## src/rtl/ctrl_addr_seq_if.sv

```systemverilog
// Handshake bundle between the instruction source, the branch
// comparator and the control-ROM address sequencer.
interface ctrl_addr_seq_if #(
  parameter int WIDTH_ADD = 6
);
  logic                 instr_valid;
  logic                 instr_ready;
  logic [31:0]          instr;
  logic                 flush;
  logic                 cmp_valid;
  logic                 cmp_eq;
  logic                 cmp_lt;
  logic                 cmp_ltu;
  logic                 addr_valid;
  logic                 addr_ready;
  logic [WIDTH_ADD-1:0] rom_addr;
  logic                 illegal;

  modport master (
    output instr_valid, instr, flush,
    output cmp_valid, cmp_eq, cmp_lt, cmp_ltu,
    output addr_ready,
    input  instr_ready, addr_valid,
    input  rom_addr, illegal
  );

  modport slave (
    input  instr_valid, instr, flush,
    input  cmp_valid, cmp_eq, cmp_lt, cmp_ltu,
    input  addr_ready,
    output instr_ready, addr_valid,
    output rom_addr, illegal
  );
endinterface

```

## src/rtl/ctrl_addr_seq.sv

```systemverilog
// RV32I decode to control-ROM address, with branch
// resolution against comparator flags and flush support.
module ctrl_addr_seq #(
  parameter int WIDTH_ADD = 6,
  parameter logic [WIDTH_ADD-1:0] ILLEGAL_ADDR = WIDTH_ADD'(63)
) (
  input logic         clk,
  input logic         rst_n,
  ctrl_addr_seq_if.slave bus
);

  typedef enum logic [1:0] {
    IDLE     = 2'd0,
    WAIT_CMP = 2'd1,
    HOLD     = 2'd2
  } state_t;

  typedef enum logic [1:0] {
    SEL_EQ  = 2'd0,
    SEL_LT  = 2'd1,
    SEL_LTU = 2'd2
  } sel_t;

  localparam logic [6:0] OP_R   = 7'b0110011;
  localparam logic [6:0] OP_I   = 7'b0010011;
  localparam logic [6:0] OP_LD  = 7'b0000011;
  localparam logic [6:0] OP_ST  = 7'b0100011;
  localparam logic [6:0] OP_BR  = 7'b1100011;
  localparam logic [6:0] OP_LUI = 7'b0110111;
  localparam logic [6:0] OP_AUI = 7'b0010111;
  localparam logic [6:0] OP_JAL = 7'b1101111;
  localparam logic [6:0] OP_JR  = 7'b1100111;

  localparam logic [WIDTH_ADD-1:0] ONE = WIDTH_ADD'(1);

  function automatic logic [WIDTH_ADD-1:0] A(
    input int unsigned n
  );
    return n[WIDTH_ADD-1:0];
  endfunction

  state_t               state;
  logic [WIDTH_ADD-1:0] br_base;
  sel_t                 br_sel;

  logic [WIDTH_ADD-1:0] dec_addr;
  logic                 dec_ill;
  logic                 dec_br;
  sel_t                 dec_sel;
  logic                 prim;
  logic                 accept;

  logic [6:0] op;
  logic [2:0] f3;
  logic       f7z;
  logic       f7a;

  assign op  = bus.instr[6:0];
  assign f3  = bus.instr[14:12];
  assign f7z = bus.instr[31:25] == 7'b0000000;
  assign f7a = bus.instr[31:25] == 7'b0100000;

  wire unused_ok = &{1'b0, bus.instr[24:15], bus.instr[11:7]};

  // Combinational decode of the presented instruction word.
  always_comb begin
    dec_addr = '0;
    dec_ill  = 1'b1;
    dec_br   = 1'b0;
    dec_sel  = SEL_EQ;
    if (bus.instr[1:0] == 2'b11) begin
      case (op)
        OP_R: begin
          case (f3)
            3'b000: begin
              dec_ill  = !(f7z || f7a);
              dec_addr = f7a ? A(1) : A(0);
            end
            3'b101: begin
              dec_ill  = !(f7z || f7a);
              dec_addr = f7a ? A(7) : A(6);
            end
            default: begin
              dec_ill = !f7z;
              case (f3)
                3'b001:  dec_addr = A(2);
                3'b010:  dec_addr = A(3);
                3'b011:  dec_addr = A(4);
                3'b100:  dec_addr = A(5);
                3'b110:  dec_addr = A(8);
                default: dec_addr = A(9);
              endcase
            end
          endcase
        end
        OP_I: begin
          dec_ill = 1'b0;
          case (f3)
            3'b000: dec_addr = A(10);
            3'b010: dec_addr = A(11);
            3'b011: dec_addr = A(12);
            3'b100: dec_addr = A(13);
            3'b110: dec_addr = A(14);
            3'b111: dec_addr = A(15);
            3'b001: begin
              dec_addr = A(16);
              dec_ill  = !f7z;
            end
            default: begin
              dec_addr = f7a ? A(18) : A(17);
              dec_ill  = !(f7z || f7a);
            end
          endcase
        end
        OP_LD: begin
          dec_ill = 1'b0;
          case (f3)
            3'b000:  dec_addr = A(19);
            3'b001:  dec_addr = A(20);
            3'b010:  dec_addr = A(21);
            3'b100:  dec_addr = A(22);
            3'b101:  dec_addr = A(23);
            default: dec_ill  = 1'b1;
          endcase
        end
        OP_ST: begin
          dec_ill = 1'b0;
          case (f3)
            3'b000:  dec_addr = A(24);
            3'b001:  dec_addr = A(25);
            3'b010:  dec_addr = A(26);
            default: dec_ill  = 1'b1;
          endcase
        end
        OP_BR: begin
          dec_ill = 1'b0;
          dec_br  = 1'b1;
          case (f3)
            3'b000: dec_addr = A(27);
            3'b001: dec_addr = A(29);
            3'b100: begin
              dec_addr = A(31);
              dec_sel  = SEL_LT;
            end
            3'b101: begin
              dec_addr = A(33);
              dec_sel  = SEL_LT;
            end
            3'b110: begin
              dec_addr = A(35);
              dec_sel  = SEL_LTU;
            end
            3'b111: begin
              dec_addr = A(37);
              dec_sel  = SEL_LTU;
            end
            default: begin
              dec_ill = 1'b1;
              dec_br  = 1'b0;
            end
          endcase
        end
        OP_LUI: begin
          dec_ill  = 1'b0;
          dec_addr = A(39);
        end
        OP_AUI: begin
          dec_ill  = 1'b0;
          dec_addr = A(40);
        end
        OP_JAL: begin
          dec_ill  = 1'b0;
          dec_addr = A(41);
        end
        OP_JR: begin
          dec_ill  = f3 != 3'b000;
          dec_addr = A(42);
        end
        default: dec_ill = 1'b1;
      endcase
    end
  end

  // Select the comparator flag that picks the pair entry.
  always_comb begin
    prim = bus.cmp_ltu;
    unique case (br_sel)
      SEL_EQ:  prim = bus.cmp_eq;
      SEL_LT:  prim = bus.cmp_lt;
      default: prim = bus.cmp_ltu;
    endcase
  end

  assign bus.instr_ready = rst_n && !bus.flush &&
    (state == IDLE ||
     (state == HOLD && bus.addr_ready));

  assign accept = bus.instr_valid && bus.instr_ready;

  // Sequencer: accept, branch resolve, hold and flush.
  always_ff @(posedge clk) begin
    if (!rst_n) begin
      state          <= IDLE;
      bus.addr_valid <= 1'b0;
      bus.rom_addr   <= '0;
      bus.illegal    <= 1'b0;
      br_base        <= '0;
      br_sel         <= SEL_EQ;
    end else if (bus.flush) begin
      state          <= IDLE;
      bus.addr_valid <= 1'b0;
    end else if (accept) begin
      if (dec_br && !dec_ill) begin
        state          <= WAIT_CMP;
        bus.addr_valid <= 1'b0;
        br_base        <= dec_addr;
        br_sel         <= dec_sel;
      end else begin
        state          <= HOLD;
        bus.addr_valid <= 1'b1;
        bus.rom_addr   <= dec_ill ? ILLEGAL_ADDR : dec_addr;
        bus.illegal    <= dec_ill;
      end
    end else begin
      case (state)
        WAIT_CMP: begin
          if (bus.cmp_valid) begin
            state          <= HOLD;
            bus.addr_valid <= 1'b1;
            bus.rom_addr   <= prim ? br_base : br_base + ONE;
            bus.illegal    <= 1'b0;
          end
        end
        HOLD: begin
          if (bus.addr_ready) begin
            state          <= IDLE;
            bus.addr_valid <= 1'b0;
          end
        end
        default: begin
          state          <= IDLE;
          bus.addr_valid <= 1'b0;
        end
      endcase
    end
  end

endmodule

```

## src/flat_wrapper.sv

```systemverilog
// flat-port wrapper written by rule: the top's interface ports become plain ports
module ctrl_addr_seq_flat 
#(
  parameter int WIDTH_ADD = 6,
  parameter logic [WIDTH_ADD-1:0] ILLEGAL_ADDR = WIDTH_ADD'(63)
)
  (clk, rst_n, bus_instr_valid, bus_instr, bus_flush, bus_cmp_valid, bus_cmp_eq, bus_cmp_lt, bus_cmp_ltu, bus_addr_ready, bus_instr_ready, bus_addr_valid, bus_rom_addr, bus_illegal);
  ctrl_addr_seq_if #(.WIDTH_ADD(WIDTH_ADD)) bus_i ();
  input logic clk;
  input logic rst_n;
  input wire logic [$bits(bus_i.instr_valid)-1:0] bus_instr_valid;
  input wire logic [$bits(bus_i.instr)-1:0] bus_instr;
  input wire logic [$bits(bus_i.flush)-1:0] bus_flush;
  input wire logic [$bits(bus_i.cmp_valid)-1:0] bus_cmp_valid;
  input wire logic [$bits(bus_i.cmp_eq)-1:0] bus_cmp_eq;
  input wire logic [$bits(bus_i.cmp_lt)-1:0] bus_cmp_lt;
  input wire logic [$bits(bus_i.cmp_ltu)-1:0] bus_cmp_ltu;
  input wire logic [$bits(bus_i.addr_ready)-1:0] bus_addr_ready;
  output wire logic [$bits(bus_i.instr_ready)-1:0] bus_instr_ready;
  output wire logic [$bits(bus_i.addr_valid)-1:0] bus_addr_valid;
  output wire logic [$bits(bus_i.rom_addr)-1:0] bus_rom_addr;
  output wire logic [$bits(bus_i.illegal)-1:0] bus_illegal;
  assign bus_i.instr_valid = bus_instr_valid;
  assign bus_i.instr = bus_instr;
  assign bus_i.flush = bus_flush;
  assign bus_i.cmp_valid = bus_cmp_valid;
  assign bus_i.cmp_eq = bus_cmp_eq;
  assign bus_i.cmp_lt = bus_cmp_lt;
  assign bus_i.cmp_ltu = bus_cmp_ltu;
  assign bus_i.addr_ready = bus_addr_ready;
  assign bus_instr_ready = bus_i.instr_ready;
  assign bus_addr_valid = bus_i.addr_valid;
  assign bus_rom_addr = bus_i.rom_addr;
  assign bus_illegal = bus_i.illegal;
  ctrl_addr_seq #(.WIDTH_ADD(WIDTH_ADD), .ILLEGAL_ADDR(ILLEGAL_ADDR)) u_core (.clk(clk), .rst_n(rst_n), .bus(bus_i));
endmodule
```

## config.mk

```make
export PLATFORM = sky130hd
export DESIGN_NAME = ctrl_addr_seq_flat
export DESIGN_NICKNAME = d
export VERILOG_FILES = /design/src/rtl/ctrl_addr_seq_if.sv /design/src/rtl/ctrl_addr_seq.sv /design/src/flat_wrapper.sv
export SDC_FILE = /design/constraint.sdc
export NUM_CORES = 1
export LEC_CHECK = 0
export BUFFER_PORTS_ARGS = -buffer_cell sky130_fd_sc_hd__clkbuf_2
export CAP_MARGIN = 20
export CORE_MARGIN = 2
export CORE_UTILIZATION = 53
export DETAILED_ROUTE_END_ITERATION = 8
export PLACE_DENSITY_LB_ADDON = 0.3
export SYNTH_ARGS = -nofsm -noshare
export SYNTH_HDL_FRONTEND = slang
export SYNTH_SLANG_ARGS = --single-unit
```

## constraint.sdc

```tcl
create_clock -name clk -period 3.8 [get_ports clk]
set_input_delay 0.19 -clock clk [delete_from_list [all_inputs] [get_ports clk]]
set_output_delay 0.19 -clock clk [all_outputs]
set_load 0.05 [all_outputs]
```

==> impl_metrics.prom, run 1 <==
# TYPE chip_impl_metric gauge
chip_impl_info{name="run_status",value="complete, no violations"} 1
chip_impl_info{name="hp-class",value="in -> reg"} 1
chip_impl_info{name="dominant_combinational_cell_family_by_area_after_synthesis",value="simple AND/OR/NAND/NOR gates"} 1
chip_impl_info{name="hold_path.startpoint",value="bus_cmp_valid"} 1
chip_impl_metric{name="grt_use_met3",unit="%"} 2.81
chip_impl_metric{name="synth.mux.area_fraction",unit="%"} 2.14
chip_impl_info{name="worstSetupStartpointType",value="primary input"} 1
chip_impl_metric{name="report.final.setup_viol",unit=""} 0
chip_impl_metric{name="synth.yosys.warnings",unit=""} 0
chip_impl_metric{name="row_count",unit=""} 18
chip_impl_metric{name="cp_max_fo",unit=""} 13
chip_impl_metric{name="detail_route.drc_violations",unit=""} 0
chip_impl_metric{name="finalHoldViolCount",unit=""} 0
chip_impl_metric{name="num-nets-final",unit=""} 262
chip_impl_metric{name="routability_congestion_estimate",unit=""} 0.938
chip_impl_metric{name="die_y",unit="um"} 55.4
chip_impl_metric{name="synthesis.area",unit="mm^2"} 0.00140
chip_impl_info{name="clock_tree.root_cell",value="clkbuf_4"} 1
chip_impl_metric{name="ys_ff_latch",unit=""} 17
chip_impl_metric{name="p_per_area",unit="mW/mm^2"} 237
chip_impl_metric{name="critPathMaxStageDelay",unit="ns"} 0.64
chip_impl_metric{name="postSynth.asyncResetShare",unit="%"} 0
chip_impl_metric{name="core_area",unit="mm^2"} 0.00250
chip_impl_metric{name="synth-simple-area-share",unit="%"} 36.3
chip_impl_info{name="critical_path_class",value="in -> reg"} 1
chip_impl_metric{name="cp_data_arrival_time",unit="ns"} 2.37
chip_impl_metric{name="setup_slack",unit="ns"} 1.69
chip_impl_metric{name="syn-instance-count",unit=""} 194
chip_impl_info{name="synthFlopType",value="dfxtp_1"} 1
chip_impl_metric{name="worst_slew_margin",unit="%"} 61.7
chip_impl_info{name="crit_chain",value="clkbuf_2 > nand4bb_1 > nor3_1 > o22ai_1 > nor2b_1 > a22o_1"} 1
chip_impl_metric{name="numCtsBuffers",unit=""} 3
chip_impl_metric{name="viasPerCell",unit=""} 6.43
chip_impl_info{name="worstSetupStartpoint",value="bus_instr[2]"} 1
chip_impl_metric{name="hold_buffer_count_at_cts",unit=""} 0
chip_impl_metric{name="vias_in_the_first_global_route",unit=""} 1481
chip_impl_metric{name="post-synth-top-area-fraction",unit="%"} 24.3
chip_impl_metric{name="dpl.cell_count",unit=""} 245
chip_impl_metric{name="adder_cell_share_of_the_synthesized_area",unit="%"} 0.892
chip_impl_metric{name="design.portCount",unit=""} 50
chip_impl_metric{name="cp.required",unit="ns"} 4.06
chip_impl_metric{name="grt_antenna_before_repair",unit=""} 0
chip_impl_metric{name="dp_slack",unit="ns"} 1.43
chip_impl_metric{name="leakage",unit="nW"} 0.599
chip_impl_info{name="crit_path_end_kind",value="flip-flop"} 1
chip_impl_metric{name="initial_utilization",unit="%"} 56.1
chip_impl_metric{name="post-route-min-period",unit="ns"} 2.11
chip_impl_metric{name="synth.avg_cell_area",unit="um^2"} 7.23
chip_impl_metric{name="post_cts_resized",unit=""} 0
chip_impl_metric{name="die_width",unit="um"} 55.4
chip_impl_metric{name="layout.cells.non_filler",unit=""} 249
chip_impl_metric{name="drt-pass1-iter-count",unit=""} 4
chip_impl_metric{name="count_of_buffers_added_by_post_cts_timing_repair_for_setup",unit=""} 0
chip_impl_metric{name="min_path_cells",unit=""} 4
chip_impl_info{name="rsz0062_at_grt",value="no"} 1
chip_impl_metric{name="tritoncts_num_sinks",unit=""} 17
chip_impl_metric{name="gr-total-overflow",unit=""} 0
chip_impl_metric{name="final_antenna_net_count",unit=""} 0
chip_impl_metric{name="tns",unit="ns"} 0
chip_impl_metric{name="grt_util_all_layers",unit="%"} 25.6
chip_impl_metric{name="grt.met1_usage",unit="%"} 30.6
chip_impl_metric{name="fmax",unit="GHz"} 0.473
chip_impl_metric{name="drv_cap",unit=""} 0
chip_impl_metric{name="htree_num_levels",unit=""} 1
chip_impl_info{name="final_common_cell",value="clkbuf_2"} 1
chip_impl_metric{name="placed_area",unit="mm^2"} 0.00156
chip_impl_metric{name="total_half_perimeter_wirelength_after_legalization_and_detailed_placement",unit="mm"} 2.92
chip_impl_info{name="gr-max-usage-layer",value="met2"} 1
chip_impl_metric{name="fillerInstances",unit=""} 244
chip_impl_metric{name="use_met2",unit="%"} 45.2
chip_impl_info{name="layout.cells.most_common_list",value="clkbuf_2, nor2_1, a21oi_1, dfxtp_1, nand2_1"} 1
chip_impl_metric{name="syn-num-nets",unit=""} 236
chip_impl_metric{name="grt_pass1_wl",unit="mm"} 6.42
chip_impl_metric{name="layout_worst_path_cycle_share",unit="%"} 55.6
chip_impl_metric{name="synth-seq-area-share",unit="%"} 24.3
chip_impl_metric{name="synth_xor_xnor_area_share",unit="%"} 3.12
chip_impl_metric{name="detailed_route_wire_length_per_cell",unit="um"} 15.4
chip_impl_metric{name="area_growth",unit="%"} 13.1
chip_impl_metric{name="clk_transition_reported_paths",unit="ns"} 0.11
chip_impl_metric{name="route.vias.total",unit=""} 1602
chip_impl_metric{name="timing.critical_path.depth",unit=""} 6
chip_impl_info{name="regToRegStartpoint",value="u_core.state[0]$_SDFFE_PP0P_"} 1
chip_impl_metric{name="final_layout_size_suffix_gt1_share",unit="%"} 20.1
chip_impl_metric{name="finalClockSkew",unit="ns"} 0.0105
chip_impl_metric{name="buffers_inverters_on_critical_path",unit=""} 1
chip_impl_metric{name="layout.cell_area.non_filler",unit="mm^2"} 0.00159
chip_impl_metric{name="worstMarginPinSlew",unit="ns"} 0.570
chip_impl_info{name="synth_top_cell_by_area",value="dfxtp_1"} 1
chip_impl_metric{name="drt_first_iter_violations",unit=""} 77
chip_impl_metric{name="route.final.wire_length",unit="mm"} 3.84
chip_impl_metric{name="synth.lib_cells_used.distinct",unit=""} 49
chip_impl_metric{name="worstSkewPairLatency",unit="ns"} 0.30
chip_impl_metric{name="die_area",unit="mm^2"} 0.00307
chip_impl_info{name="cts_tree",value="done"} 1
chip_impl_metric{name="grt_start_max_net_pins",unit=""} 21
chip_impl_metric{name="synth_edf_count",unit=""} 0
chip_impl_metric{name="synth-compound-area-share",unit="%"} 28.8
chip_impl_info{name="post_synth_main_area_contributors",value="dfxtp_1, a21oi_1, nor2_1"} 1
chip_impl_metric{name="max-clock-path-buffers",unit=""} 2
chip_impl_metric{name="worstRegToRegCells",unit=""} 5
chip_impl_metric{name="antenna_cells_inserted",unit=""} 0
chip_impl_metric{name="final_max_slew_viol_count",unit=""} 0
chip_impl_metric{name="max-vdd-ir-drop",unit="V"} 0.000169
chip_impl_metric{name="portBuffers",unit=""} 34
chip_impl_info{name="worst_path_max_delay_cell",value="nor3_1"} 1
chip_impl_info{name="crit_family",value="simple AND/OR/NAND/NOR gates"} 1
[state kept, by name, summed over array words and instances (netlist names)]
| signal | cells |
|---|---|
| u_core.br_base | 6 |
| u_core.bus.rom_addr | 6 |
| u_core.br_sel | 2 |
| u_core.state | 2 |
| u_core.bus.illegal | 1 |
[cells by family after synthesis]
group           count (synthesis)
simple gates                   92
compound gates                 60
flops                          17
buf+inv                        16
xor+xnor                        5
mux                             3
fa+ha+maj                       1
[where the power goes]
group          internal (mW)  leakage [nW]  switching (mW)
clock                 0.0392        0.0177          0.0634
combinational         0.0318         0.444          0.0600
sequential             0.180         0.137         0.00145
total                  0.251         0.599           0.125
[stage by stage]
| step | total power, mW | hold WS (ns) | util (%) |
|---|---|---|---|
| after floorplan | 0.247 | 0.362 | - |
| after global placement | 0.273 | 0.439 | 62.4 |
| after detailed placement | 0.276 | 0.468 | 62.4 |
| after CTS | 0.373 | 0.194 | 63.5 |
| after global routing | 0.393 | 0.227 | 63.5 |
| final | 0.376 | 0.197 | 63.5 |
[final timing paths]
path                                                             to  slack, ns
worst max-delay path            u_core.bus.rom_addr[4]$_SDFFE_PN0P_       1.69
worst min-delay path                   u_core.state[0]$_SDFFE_PP0P_       0.20
worst max register to register  u_core.bus.rom_addr[4]$_SDFFE_PN0P_       1.75
worst min register to register  u_core.bus.rom_addr[5]$_SDFFE_PN0P_       0.49
[final cells by class]
cell class	count	area, um^2	area share, %
well taps	30	37.5	2.37
flip-flops and latches	17	340	21.5
repair buffers	34	170	10.7
clock buffers	3	22.5	1.42
clock inverters	1	5.00	0.315
multi-input cells	161	1000	63.0
inverters	3	11.3	0.710
[cell usage after synthesis (2+ instances only)]
cell type	number
a2111oi_0	2
a211oi_1	4
a21oi_1	17
a22o_1	5
a31oi_1	2
buf_2	2
clkbuf_1	11
dfxtp_1	17
inv_1	3
mux2i_1	3
nand2_1	16
nand2b_1	6
nand3_1	9
nand3b_1	3
nand4_1	2
nor2_1	21
nor2b_1	9
nor3_1	6
nor3b_1	2
nor4_1	3
o211a_1	2
o211ai_1	2
o21a_1	3
o21ai_0	13
or3_1	4
xnor2_1	2
xor2_1	3
[per-layer routing]
layer / wire length (um) / vias up
met2: 1950 / 86
met1: 1530 / 738
li1: - / 768
met4: 94 / 0
met3: 269 / 10
met5: 0 / -
[worst register-to-register path, stage by stage (launching register included)]
cell,delay [ns]
dfxtp_1,0.36
nor4bb_1,0.41
nand2_1,0.34
o22ai_1,0.40
nor2b_1,0.20
a22o_1,0.26
Power figures use the tool's default switching activity.
==> run 2, diff against run 1 <==
--- a/config.mk
+++ b/config.mk
@@ -8,7 +8,7 @@
 export BUFFER_PORTS_ARGS = -buffer_cell sky130_fd_sc_hd__clkbuf_2
 export CAP_MARGIN = 20
 export CORE_MARGIN = 2
-export CORE_UTILIZATION = 53
+export CORE_UTILIZATION = 50
 export DETAILED_ROUTE_END_ITERATION = 8
 export PLACE_DENSITY_LB_ADDON = 0.3
 export SYNTH_ARGS = -nofsm -noshare
==> constraint.sdc (replaced) <==
create_clock -name clk -period 2.15 [get_ports clk]
set_input_delay 0.1075 -clock clk [delete_from_list [all_inputs] [get_ports clk]]
set_output_delay 0.1075 -clock clk [all_outputs]
set_load 0.05 [all_outputs]
==> run 2 against run 1 <==
Net effect: global-route usage decreased by 2.3 points; register-to-register slack got worse by 1.3 ns; worst hold slack got worse by 0.12 ns; wire length decreased by 7.3%; sequential share of layout area decreased by 1.3 points; combinational power increased by 86%; clock skew decreased by 0.0031 ns; critical path type is now reg -> reg; critical endpoint is now u_core.bus.rom_addr[1]$_SDFFE_PN0P_; highest routed layer unchanged.
==> impl_metrics.prom, run 2 (synthesis gave the netlist of run 1 again) <==
# TYPE chip_impl_metric gauge
chip_impl_metric{name="grt_start_max_net_pins",unit=""} 20
chip_impl_info{name="reg.largest.list",value="u_core.br_base (6), u_core.bus.rom_addr (6)"} 1
chip_impl_metric{name="grt_util_all_layers",unit="%"} 23.3
chip_impl_metric{name="detail_route.drc_violations",unit=""} 0
chip_impl_metric{name="routability_congestion_estimate",unit=""} 0.861
chip_impl_metric{name="route.vias.total",unit=""} 1571
chip_impl_metric{name="final_antenna_net_count",unit=""} 0
chip_impl_metric{name="die_area",unit="mm^2"} 0.00325
chip_impl_info{name="run_status",value="complete, no violations"} 1
chip_impl_metric{name="finalHoldViolCount",unit=""} 0
chip_impl_info{name="worstSetupStartpointType",value="flip-flop"} 1
chip_impl_metric{name="tritoncts_num_sinks",unit=""} 17
chip_impl_metric{name="max-vdd-ir-drop",unit="V"} 0.000285
chip_impl_metric{name="multi_input_area",unit="um^2"} 1000
chip_impl_metric{name="tns",unit="ns"} 0
chip_impl_metric{name="final_layout_size_suffix_gt1_share",unit="%"} 24.6
chip_impl_info{name="crit_path_end_kind",value="flip-flop"} 1
chip_impl_metric{name="htree_num_levels",unit=""} 1
chip_impl_info{name="hp-class",value="in -> reg"} 1
chip_impl_info{name="worst_path_max_delay_cell",value="nor4bb_1"} 1
chip_impl_info{name="layout.cells.most_common_list",value="clkbuf_2, nor2_1, a21oi_1, dfxtp_1, nand2_1"} 1
chip_impl_info{name="critical_path.most_common_cell",value="nand2_1"} 1
chip_impl_info{name="crit_chain",value="nor4bb_1 > nand2_1 > o22ai_1 > nand2_1 > a21oi_1 > a22o_1"} 1
chip_impl_metric{name="fillerInstances",unit=""} 272
chip_impl_metric{name="vias_in_the_first_global_route",unit=""} 1436
chip_impl_metric{name="post_cts_resized",unit=""} 0
chip_impl_metric{name="grt_pass1_wl",unit="mm"} 6.07
chip_impl_metric{name="detailed_route_wire_length_per_cell",unit="um"} 13.5
chip_impl_info{name="final_common_cell",value="clkbuf_2"} 1
chip_impl_metric{name="num-nets-final",unit=""} 275
chip_impl_metric{name="portBuffers",unit=""} 34
chip_impl_metric{name="gr-total-overflow",unit=""} 0
chip_impl_metric{name="report.final.setup_viol",unit=""} 0
chip_impl_metric{name="worstSkewPairLatency",unit="ns"} 0.31
chip_impl_metric{name="hold_buffer_count_at_cts",unit=""} 0
chip_impl_metric{name="clk_transition_reported_paths",unit="ns"} 0.11
chip_impl_metric{name="buffers_inverters_on_critical_path",unit=""} 0
chip_impl_metric{name="worstMarginPinSlew",unit="ns"} 0.494
chip_impl_metric{name="critPathMaxStageDelay",unit="ns"} 0.38
chip_impl_metric{name="cp_max_fo",unit=""} 5
chip_impl_metric{name="drv_cap",unit=""} 0
chip_impl_metric{name="drt-pass1-iter-count",unit=""} 4
chip_impl_metric{name="post-route-min-period",unit="ns"} 1.75
chip_impl_info{name="clock_tree.root_cell",value="clkbuf_4"} 1
chip_impl_metric{name="route.final.wire_length",unit="mm"} 3.56
chip_impl_metric{name="max-clock-path-buffers",unit=""} 2
chip_impl_metric{name="cp_data_arrival_time",unit="ns"} 2.01
chip_impl_info{name="crit_family",value="simple AND/OR/NAND/NOR gates"} 1
chip_impl_metric{name="row_count",unit=""} 19
chip_impl_metric{name="layout_worst_path_cycle_share",unit="%"} 81.3
chip_impl_metric{name="fin_hold_ws",unit="ns"} 0.0747
chip_impl_metric{name="fin_total_pwr",unit="mW"} 0.675
chip_impl_metric{name="design.portCount",unit=""} 50
chip_impl_metric{name="grt_antenna_before_repair",unit=""} 0
chip_impl_metric{name="cp.required",unit="ns"} 2.42
chip_impl_metric{name="worst_slew_margin",unit="%"} 66.8
chip_impl_metric{name="finalClockSkew",unit="ns"} 0.00750
chip_impl_metric{name="p_per_area",unit="mW/mm^2"} 401
chip_impl_metric{name="drt_first_iter_violations",unit=""} 59
chip_impl_metric{name="leakage",unit="nW"} 0.662
chip_impl_metric{name="core_area",unit="mm^2"} 0.00271
chip_impl_info{name="critical_path_class",value="reg -> reg"} 1
chip_impl_metric{name="seqCellArea",unit="um^2"} 340
chip_impl_metric{name="die_width",unit="um"} 57.0
chip_impl_metric{name="initial_utilization",unit="%"} 51.8
chip_impl_metric{name="final_max_slew_viol_count",unit=""} 0
chip_impl_info{name="cts_tree",value="done"} 1
chip_impl_metric{name="fmax",unit="GHz"} 0.572
chip_impl_metric{name="antenna_cells_inserted",unit=""} 0
chip_impl_metric{name="numCtsBuffers",unit=""} 3
chip_impl_metric{name="die_y",unit="um"} 57.0
chip_impl_metric{name="count_of_buffers_added_by_post_cts_timing_repair_for_setup",unit=""} 0
chip_impl_metric{name="area_growth",unit="%"} 20.2
chip_impl_info{name="rsz0062_at_grt",value="no"} 1
chip_impl_metric{name="total_half_perimeter_wirelength_after_legalization_and_detailed_placement",unit="mm"} 2.79
chip_impl_metric{name="viasPerCell",unit=""} 5.97
-- run 2: worst paths after layout --
kind / to / startpoint / slack [ns] / cells after the start
worst min-delay path: u_core.state[0]$_SDFFE_PP0P_ / bus_cmp_valid / 0.07 / 4
worst max-delay path: u_core.bus.rom_addr[1]$_SDFFE_PN0P_ / u_core.state[0]$_SDFFE_PP0P_ / 0.40 / 6
worst min register to register: u_core.bus.illegal$_SDFFE_PN0P_ / u_core.bus.illegal$_SDFFE_PN0P_ / 0.47 / 2
worst max register to register: u_core.bus.rom_addr[1]$_SDFFE_PN0P_ / u_core.state[0]$_SDFFE_PP0P_ / 0.40 / 6
-- run 2: power breakdown --
group	switching, mW	internal [mW]
logic	0.104	0.0670
clock network	0.113	0.0697
registers	0.00221	0.319
total	0.219	0.456
-- run 2: metrics by stage --
stage	instance area [um^2]	setup WS (ns)	std cells	util [%]
after floorplan	1400	0.195	194	-
after global placement	1660	0.193	259	61.2
after detailed placement	1660	0.196	259	61.2
after CTS	1690	0.391	263	62.2
after global routing	1690	0.104	263	62.2
final	1690	0.402	263	62.2
-- run 2: final cells by class --
cell class / instances / share of cell area, %
timing repair buffer: 47 / 15.9
sequential: 17 / 20.2
multi-input combinational: 161 / 59.3
tap: 31 / 2.30
clock inverter: 1 / 0.297
inverter: 3 / 0.668
clock buffer: 3 / 1.34
-- run 2: worst reg2reg max path, stage by stage (launching register included) --
cell and delay [ns]:
dfxtp_1 0.36, nor4bb_1 0.38, nand2_1 0.13, o22ai_1 0.33, nand2_1 0.19, a21oi_1 0.18
a22o_1 0.15
-- run 2: layer usage --
| layer | vias to the layer above | routed length (um) | global-route usage [%] | share of wire (%) |
|---|---|---|---|---|
| li1 | 799 | - | - | - |
| met1 | 723 | 1660 | 29.8 | 47 |
| met2 | 44 | 1690 | 40.6 | 47 |
| met3 | 5 | 151 | 2.49 | 4.2 |
| met4 | 0 | 59 | 8.31 | 1.7 |
| met5 | - | 0 | 0 | 0 |
==> run 3, diff against run 2 <==
--- a/config.mk
+++ b/config.mk
@@ -8,7 +8,7 @@
 export BUFFER_PORTS_ARGS = -buffer_cell sky130_fd_sc_hd__clkbuf_2
 export CAP_MARGIN = 20
 export CORE_MARGIN = 2
-export CORE_UTILIZATION = 50
+export CORE_UTILIZATION = 45
 export DETAILED_ROUTE_END_ITERATION = 8
 export PLACE_DENSITY_LB_ADDON = 0.3
 export SYNTH_ARGS = -nofsm -noshare
==> constraint.sdc (replaced) <==
create_clock -name clk -period 1.5 [get_ports clk]
set_input_delay 0.075 -clock clk [delete_from_list [all_inputs] [get_ports clk]]
set_output_delay 0.075 -clock clk [all_outputs]
set_load 0.05 [all_outputs]
==> run 3 against run 2 <==
Net effect: the flow now finishes with violations (negative setup slack); combinational power grew 98%; clock skew up 0.0026 ns; cell area increased by 24%; utilization increased by 7.4 points; worst hold slack got worse by 0.034 ns; flip-flop and latch count is the same; clock power rose by 38%; first-iteration DRC count grew 49%; sequential power grew 43%; sequential share of layout area down 3.8 points; non-clock buffer count increased by 41; critical path depth up 2.
==> impl_metrics.prom, run 3 (synthesis gave the netlist of run 1 again) <==
# TYPE chip_impl_metric gauge
chip_impl_info{name="run_status",value="finished, violations left"} 1
chip_impl_info{name="violations",value="negative setup slack"} 1
chip_impl_metric{name="drt-pass1-iter-count",unit=""} 4
chip_impl_metric{name="max-vdd-ir-drop",unit="V"} 0.000460
chip_impl_metric{name="grt_start_max_net_pins",unit=""} 15
chip_impl_info{name="layout.cells.most_common_list",value="buf_4, clkbuf_2, nor2_1, nand2_1"} 1
chip_impl_metric{name="layout_worst_path_cycle_share",unit="%"} 102
chip_impl_info{name="final_common_cell",value="buf_4"} 1
chip_impl_metric{name="report.final.setup_viol",unit=""} 1
chip_impl_info{name="crit_chain",value="clkbuf_2 > or4_4 > o32ai_2 > nor3_2 > nor4_4 > buf_4 > nand3_2 > a22o_1"} 1
chip_impl_metric{name="setup_slack",unit="ns"} -0.0253
chip_impl_metric{name="cp_data_arrival_time",unit="ns"} 1.73
chip_impl_metric{name="worstMarginPinSlew",unit="ns"} 0.521
chip_impl_metric{name="grt_util_all_layers",unit="%"} 24.9
chip_impl_metric{name="viasPerCell",unit=""} 5.67
chip_impl_metric{name="design.portCount",unit=""} 50
chip_impl_metric{name="max-clock-path-buffers",unit=""} 2
chip_impl_metric{name="p_per_area",unit="mW/mm^2"} 503
chip_impl_info{name="clock_tree.root_cell",value="clkbuf_4"} 1
chip_impl_metric{name="layout.cell_area.non_filler",unit="mm^2"} 0.00209
chip_impl_metric{name="fmax",unit="GHz"} 0.656
chip_impl_metric{name="finalClockSkew",unit="ns"} 0.0101
chip_impl_metric{name="drv_cap",unit=""} 0
chip_impl_info{name="crit_family",value="simple AND/OR/NAND/NOR gates"} 1
chip_impl_metric{name="use_met2",unit="%"} 39.9
chip_impl_info{name="worstSetupStartpointType",value="primary input"} 1
chip_impl_info{name="worst_path_max_delay_cell",value="or4_4"} 1
chip_impl_metric{name="fin_total_pwr",unit="mW"} 1.05
chip_impl_metric{name="final_layout_size_suffix_gt1_share",unit="%"} 41.8
chip_impl_info{name="hp-class",value="in -> reg"} 1
chip_impl_metric{name="vias_in_the_first_global_route",unit=""} 1564
chip_impl_metric{name="clk_transition_reported_paths",unit="ns"} 0.10
chip_impl_metric{name="portBuffers",unit=""} 34
chip_impl_metric{name="total_half_perimeter_wirelength_after_legalization_and_detailed_placement",unit="mm"} 3.27
chip_impl_metric{name="cp_max_fo",unit=""} 7
chip_impl_metric{name="cp.required",unit="ns"} 1.71
chip_impl_metric{name="tns",unit="ns"} -0.0253
chip_impl_metric{name="grt.met1_usage",unit="%"} 33.2
chip_impl_metric{name="placed_area",unit="mm^2"} 0.00199
chip_impl_metric{name="worstSkewPairLatency",unit="ns"} 0.30
chip_impl_metric{name="worst_slew_margin",unit="%"} 64.9
chip_impl_info{name="reg.largest.list",value="u_core.br_base (6), u_core.bus.rom_addr (6)"} 1
chip_impl_info{name="gr-max-usage-layer",value="met2"} 1
chip_impl_info{name="rsz0062_at_grt",value="yes"} 1
chip_impl_metric{name="post-route-min-period",unit="ns"} 1.53
chip_impl_metric{name="grt_pass1_wl",unit="mm"} 6.83
chip_impl_metric{name="die_width",unit="um"} 59.8
chip_impl_metric{name="numCtsBuffers",unit=""} 3
chip_impl_metric{name="antenna_cells_inserted",unit=""} 0
chip_impl_metric{name="fillerInstances",unit=""} 250
chip_impl_metric{name="finalCoreUtilization",unit="%"} 69.5
chip_impl_metric{name="buffers_inverters_on_critical_path",unit=""} 2
chip_impl_metric{name="area_growth",unit="%"} 48.9
chip_impl_metric{name="initial_utilization",unit="%"} 46.7
chip_impl_metric{name="grt_use_met3",unit="%"} 5.63
chip_impl_metric{name="route.vias.total",unit=""} 1736
chip_impl_metric{name="critPathMaxStageDelay",unit="ns"} 0.54
chip_impl_metric{name="tritoncts_num_sinks",unit=""} 17
chip_impl_metric{name="htree_num_levels",unit=""} 1
chip_impl_metric{name="finalHoldViolCount",unit=""} 0
chip_impl_metric{name="drt_first_iter_violations",unit=""} 88
chip_impl_metric{name="leakage",unit="nW"} 0.882
chip_impl_info{name="crit_path_end_kind",value="flip-flop"} 1
chip_impl_metric{name="core_area",unit="mm^2"} 0.00300
chip_impl_metric{name="final_antenna_net_count",unit=""} 0
chip_impl_metric{name="die_y",unit="um"} 59.8
chip_impl_metric{name="detail_route.drc_violations",unit=""} 0
chip_impl_metric{name="dp_slack",unit="ns"} -0.378
chip_impl_metric{name="route.final.wire_length",unit="mm"} 4.31
chip_impl_info{name="cts_tree",value="done"} 1
chip_impl_metric{name="die_area",unit="mm^2"} 0.00358
chip_impl_metric{name="routability_congestion_estimate",unit=""} 0.837
chip_impl_metric{name="detailed_route_wire_length_per_cell",unit="um"} 14.1
chip_impl_info{name="critical_path_class",value="in -> reg"} 1
chip_impl_metric{name="row_count",unit=""} 20
chip_impl_metric{name="final_max_slew_viol_count",unit=""} 0
chip_impl_metric{name="grt_antenna_before_repair",unit=""} 0
chip_impl_metric{name="num-nets-final",unit=""} 316
chip_impl_metric{name="gr-total-overflow",unit=""} 0
run 3: path summary, 6_finish.rpt:
check	startpoint	end	slack, ns	cells past startpoint
max	bus_instr[26]	u_core.bus.rom_addr[2]$_SDFFE_PN0P_	-0.03	8
min	bus_cmp_valid	u_core.state[0]$_SDFFE_PP0P_	0.04	4
max reg2reg	u_core.state[0]$_SDFFE_PP0P_	u_core.br_sel[0]$_SDFFE_PN0P_	0.01	7
min reg2reg	u_core.bus.illegal$_SDFFE_PN0P_	u_core.bus.illegal$_SDFFE_PN0P_	0.46	2
run 3: layout make-up:
class,instances,area (um^2),share of cell area (%)
timing repair buffer,88,588,28.2
inverter,3,11.3,0.539
tap,33,41.3,1.98
sequential,17,343,16.4
clock buffer,4,26.3,1.26
multi-input combinational,161,1080,51.6
run 3: worst register-to-register path, stage by stage, from the launching register on:
cell      delay [ns]
dfxtp_2         0.35
nor4bb_4        0.28
and2_1          0.18
buf_4           0.12
buf_4           0.13
nand2_1         0.07
o21ai_0         0.14
a21boi_0        0.10
run 3: layer usage:
metal	share of wire (%)	up-vias
met2	46	71
met5	0	-
met3	7.4	7
met4	1.3	0
li1	-	881
met1	45	777
run 3: stage by stage:
step / cells / hold slack [ns]
2_1_floorplan: 194 / 0.248
3_3_place_gp: 301 / 0.363
3_5_place_dp: 301 / 0.362
4_1_cts: 306 / 0.0287
5_1_grt: 306 / 0.0252
6_report: 306 / 0.0406
run 3: power breakdown:
group	switching, mW	total [mW]	internal, mW
Clock	0.148	0.252	0.104
Sequential	0.00346	0.460	0.457
Combinational	0.178	0.338	0.160
Total	0.330	1.05	0.721
run 3: repair_timing:
action	in CTS	in global routing
cloned	0	0
hold buffers	0	0
gates resized for setup	8	8
setup endpoints to repair	14	14
pin swaps	11	0
buffers inserted	1	0
